[src/rtl/seg7_scan_ctrl.sv]
// Captures a 32-bit word from the bus and scans it as 8 hex digits onto a
// common-anode 7-segment display. Define SEG7_LZ_BLANK_EN for leading-zero blanking.
module seg7_scan_ctrl #(
  parameter int SCAN_DIV = 100000,
  parameter int DIV_W    = 17
) (
  input  logic        clk,
  input  logic        rstn,
  input  logic        seg7_we,
  input  logic [31:0] cpuseg7_data,
  input  logic [7:0]  dp_i,
  input  logic        disp_en,
  output logic [7:0]  disp_an,
  output logic [7:0]  disp_seg,
  output logic [31:0] disp_data
);

  logic [31:0]      data_q, data_d;
  logic [DIV_W-1:0] div_q, div_d;
  logic [2:0]       idx_q, idx_d;
  logic [7:0]       an_q, an_d;
  logic [7:0]       seg_q, seg_d;
  logic [4:0]       nib_lsb;
  logic [3:0]       nib;
  logic             blank;

  function automatic logic [6:0] hex7(input logic [3:0] v);
    logic [6:0] s;
    case (v)
      4'h0: s = 7'h40;
      4'h1: s = 7'h79;
      4'h2: s = 7'h24;
      4'h3: s = 7'h30;
      4'h4: s = 7'h19;
      4'h5: s = 7'h12;
      4'h6: s = 7'h02;
      4'h7: s = 7'h78;
      4'h8: s = 7'h00;
      4'h9: s = 7'h10;
      4'hA: s = 7'h08;
      4'hB: s = 7'h03;
      4'hC: s = 7'h46;
      4'hD: s = 7'h21;
      4'hE: s = 7'h06;
      default: s = 7'h0E;
    endcase
    return s;
  endfunction

  always_comb begin
    data_d = seg7_we ? cpuseg7_data : data_q;
    div_d  = div_q + DIV_W'(1);
    idx_d  = idx_q;
    if (div_q == DIV_W'(SCAN_DIV - 1)) begin
      div_d = '0;
      idx_d = idx_q + 3'd1;
    end
  end

  assign nib_lsb = {idx_q, 2'b00};
  assign nib     = data_q[nib_lsb +: 4];

`ifdef SEG7_LZ_BLANK_EN
  // A digit is a leading zero when everything from it upward is zero.
  always_comb begin
    blank = 1'b0;
    if (idx_q != 3'd0) blank = ((data_q >> nib_lsb) == 32'd0);
  end
`else
  assign blank = 1'b0;
`endif

  always_comb begin
    an_d  = (disp_en && !blank) ? ~(8'b1 << idx_q) : 8'hFF;
    seg_d = blank ? 8'hFF : {~dp_i[idx_q], hex7(nib)};
  end

  always_ff @(posedge clk or negedge rstn) begin
    if (!rstn) begin
      data_q <= '0;
      div_q  <= '0;
      idx_q  <= '0;
      an_q   <= 8'hFF;
      seg_q  <= 8'hFF;
    end else begin
      data_q <= data_d;
      div_q  <= div_d;
      idx_q  <= idx_d;
      an_q   <= an_d;
      seg_q  <= seg_d;
    end
  end

  assign disp_an   = an_q;
  assign disp_seg  = seg_q;
  assign disp_data = data_q;

endmodule

[config.mk]
export PLATFORM = sky130hd
export DESIGN_NAME = seg7_scan_ctrl
export DESIGN_NICKNAME = d
export VERILOG_FILES = /design/src/rtl/seg7_scan_ctrl.sv
export SDC_FILE = /design/constraint.sdc
export NUM_CORES = 1
export LEC_CHECK = 0
export CORE_MARGIN = 2
export CORE_UTILIZATION = 50
export DETAILED_ROUTE_END_ITERATION = 7
export PLACE_DENSITY = 0.83
export SLEW_MARGIN = 5
export SYNTH_ARGS = -nofsm -noshare
export SYNTH_HDL_FRONTEND = slang
export SYNTH_SLANG_ARGS = --single-unit
[constraint.sdc]
create_clock -name clk -period 3.9 [get_ports clk]
set_clock_uncertainty 0.1 [all_clocks]
set_input_delay 0.585 -clock clk [delete_from_list [all_inputs] [get_ports clk]]
set_output_delay 0.585 -clock clk [all_outputs]
set_load 0.05 [all_outputs]
==> impl_metrics.csv <==
group,metric,value,unit
synthesis,synthCells,228,
sta,fin_ws,1.01,ns
drt,vias_per_cell,5.41,
sta,drv_slew,0,
drt,wl_per_cell,17.8,µm
global_route,grt.overflow.total,0,
sta,holdWs,0.305,ns
floorplanning,die_w,84.2,µm
global_route,grt_max_degree,69,
clock_tree,cts_buffers,9,
clock_tree,cts_root_buf,"clkbuf_8",
drt,totalWireLength,7200,µm
synthesis,avgSynthCellArea,14.1,µm²
drt,drt_iter0_markers,154,
sta,tns,0,ns
setup_path,start_kind,"flop",
synthesis,synth-edff-count,0,
global_route,grt_first_pass_wirelength,11800,µm
setup_path,crit_type,"reg -> reg",
synthesis,syn_area,3220,µm²
power_and_ir_drop,power,1.82,mW
clock_tree,cts-hold-fix-buffers,0,
drt,routed-via-count,2185,
finish,syn_to_final_growth,36.2,%
placed_design,place_worst_setup_slack,0.991,ns
global_route,grt_usage,0.218,
floorplanning,coreArea,6280,µm²
placed_design,io_buffers,91,
run,cap_violations,0,
hold_path,hold_path_class,"in -> async",
sta,period_share,0.741,
synthesis,synthDistinctLibCells,36,
placed_design,dp_hpwl,5120,µm
finish,fillers,467,
floorplanning,pin_count,92,
status,status,"completed",
clock_tree,cts.sinks,68,
drt,drc,0,
power_and_ir_drop,peakVddDrop,0.000293,V
power_and_ir_drop,power_density,416,nW/µm²
setup_path,cp_slowest_cell,"dfrtp_1",
sta,rsz0062_at_grt,"false",
drt,drt-pass1-iter-count,4,
global_route,first_global_vias,2244,
setup_path,end_kind,"flop",
global_route,antenna_found_initial,0,
synthesis,syn-num-nets,285,
synthesis,synthArstFlopShare,1.00,
floorplanning,fp.dieH,84.2,µm
synthesis,synth_ff_type,"dfrtp_1",
finish,fin_nets,379,
sta,fin_crit,2.89,ns
clock_tree,cts_resized,0,
setup_path,cp.required,4.08,ns
power_and_ir_drop,p_leak,1.83,nW
clock_tree,cts_max_level,3,
synthesis,synth_warnings,0,
setup_path,worstPathArrival,3.07,ns
synthesis,ys_seq_area_frac,0.535,
finish,num_antenna_cells,0,
synthesis,ys_ff_latch,68,
floorplanning,rows,29,
clock_tree,post-cts-setup-buffers,0,
finish,drive_gt1_frac,0.239,
clock_tree,cts_tree,"done",
setup_path,worst-path-max-fanout,13,
finish,final_util,0.698,
setup_path,critPathMaxStageDelay,0.76,ns
placed_design,gp_congestion,0.876,
sta,slew_headroom,0.428,
sta,clock.fmax,346,MHz
sta,setup_violations,0,
sta,hold_viol,0,
floorplanning,start_util,0.512,
floorplanning,dieArea,7090,µm²
clock_tree,clk_latency,0.35,ns
drt,ant_nets,0,
setup_path,crit_chain,"mux4_1 -> mux2i_1 -> inv_1 -> ha_1 -> and3_2 -> a211o_1",
sta,tightest_slew,0.858,ns
clock_tree,cts.reportedPaths.clkPinSlew,0.08,ns
clock_tree,clockBufferDepth,2,
==> kinds of logic (layout without fill, tap and decap cells) <==
family,Yosys count,count (layout),share of synthesized area
flip-flops,68,68,0.535
AO/OA/AOI/OAI,10,10,0.0198
buffers and inverters,17,116,0.0249
AND/OR/NAND/NOR,48,48,0.0825
multiplexers,57,57,0.246
adder cells (fa/ha/maj),13,13,0.0506
XOR/XNOR,15,15,0.0408
==> path summary, 6_finish.rpt <==
check	from	to	slack, ns	depth (start not counted)
worst max-delay path	idx_q[0]$_DFFE_PN0N_	disp_seg[0]$_DFF_PN1_	1.01	6
worst min-delay path	rstn	disp_data[4]$_DFFE_PN0P_	0.31	2
worst max register to register	idx_q[0]$_DFFE_PN0N_	disp_seg[0]$_DFF_PN1_	1.01	6
worst min register to register	div_q[0]$_DFF_PN0_	div_q[0]$_DFF_PN0_	0.39	1
max in group asynchronous	rstn	disp_data[6]$_DFFE_PN0P_	2.81	2
min in group clk	div_q[0]$_DFF_PN0_	div_q[0]$_DFF_PN0_	0.39	1
==> synth_stat cells (2+ instances only) <==
cell type	count	share of area
inv_1	6	0.0070
or3_1	3	0.0058
xnor2_1	8	0.022
mux2i_1	9	0.028
a21oi_1	2	0.0031
buf_4	2	0.0047
xor2_1	7	0.019
o21ai_0	4	0.0062
mux4_2	3	0.021
nor2b_1	2	0.0039
and4_1	5	0.014
nor2_1	8	0.0093
dfstp_2	16	0.13
dfrtp_1	52	0.40
mux2i_4	2	0.014
ha_1	13	0.051
nand2_1	8	0.0093
nand3_1	12	0.019
nand4_1	4	0.0078
clkbuf_1	3	0.0035
mux4_1	7	0.057
mux2_2	36	0.13
buf_1	3	0.0035
==> layout by cell type, fill, tap and decap left out, types with 9 or more instances in the layout <==
cell type        count
nand3_1             12
clkdlybuf4s50_1     90
ha_1                13
dfstp_2             16
mux2i_1              9
clkbuf_8            10
dfrtp_1             52
mux2_2              36
==> flip-flops by register name (all words and copies together), names as in the netlist <==
signal	count
disp_data	32
div_q	17
disp_an	8
disp_seg	8
idx_q	3
==> report_power, final <==
group | total [mW] | leakage (nW) | internal, mW | switching, mW
registers | 0.797 | 0.807 | 0.761 | 0.0351
clock network | 0.586 | 0.0983 | 0.311 | 0.275
logic | 0.439 | 0.930 | 0.180 | 0.259
==> layer usage <==
layer	vias to the layer above	track usage	share of wire
li1	1016	-	-
met1	1079	0.303	0.45
met2	80	0.328	0.46
met3	10	0.0580	0.062
met4	0	0.0894	0.019
met5	-	0	0
==> metrics by stage <==
stage	instances	area (µm²)
floorplan	228	3220
CTS	404	4380
finish	404	4380
detailed placement	388	4180
global placement	388	4180
global route	404	4380
==> worst max-delay path: cells and delay by family, from the launching register on <==
family	cells	cell delay [ns]
flops	1	0.76
simple gates	1	0.18
mux	2	1.10
compound gates	1	0.22
fa+ha+maj	1	0.29
buf+inv	1	0.18
==> cell type report <==
type / count / area [µm²] / share of cell area
repair buffers: 93 / 921 / 0.210
clock inverters: 6 / 63.8 / 0.0146
well taps: 77 / 96.3 / 0.0220
inverters: 7 / 26.3 / 0.00600
multi-input cells: 143 / 1420 / 0.323
flip-flops and latches: 68 / 1720 / 0.393
clock buffers: 10 / 138 / 0.0314
(Power assumes the default switching activity.)
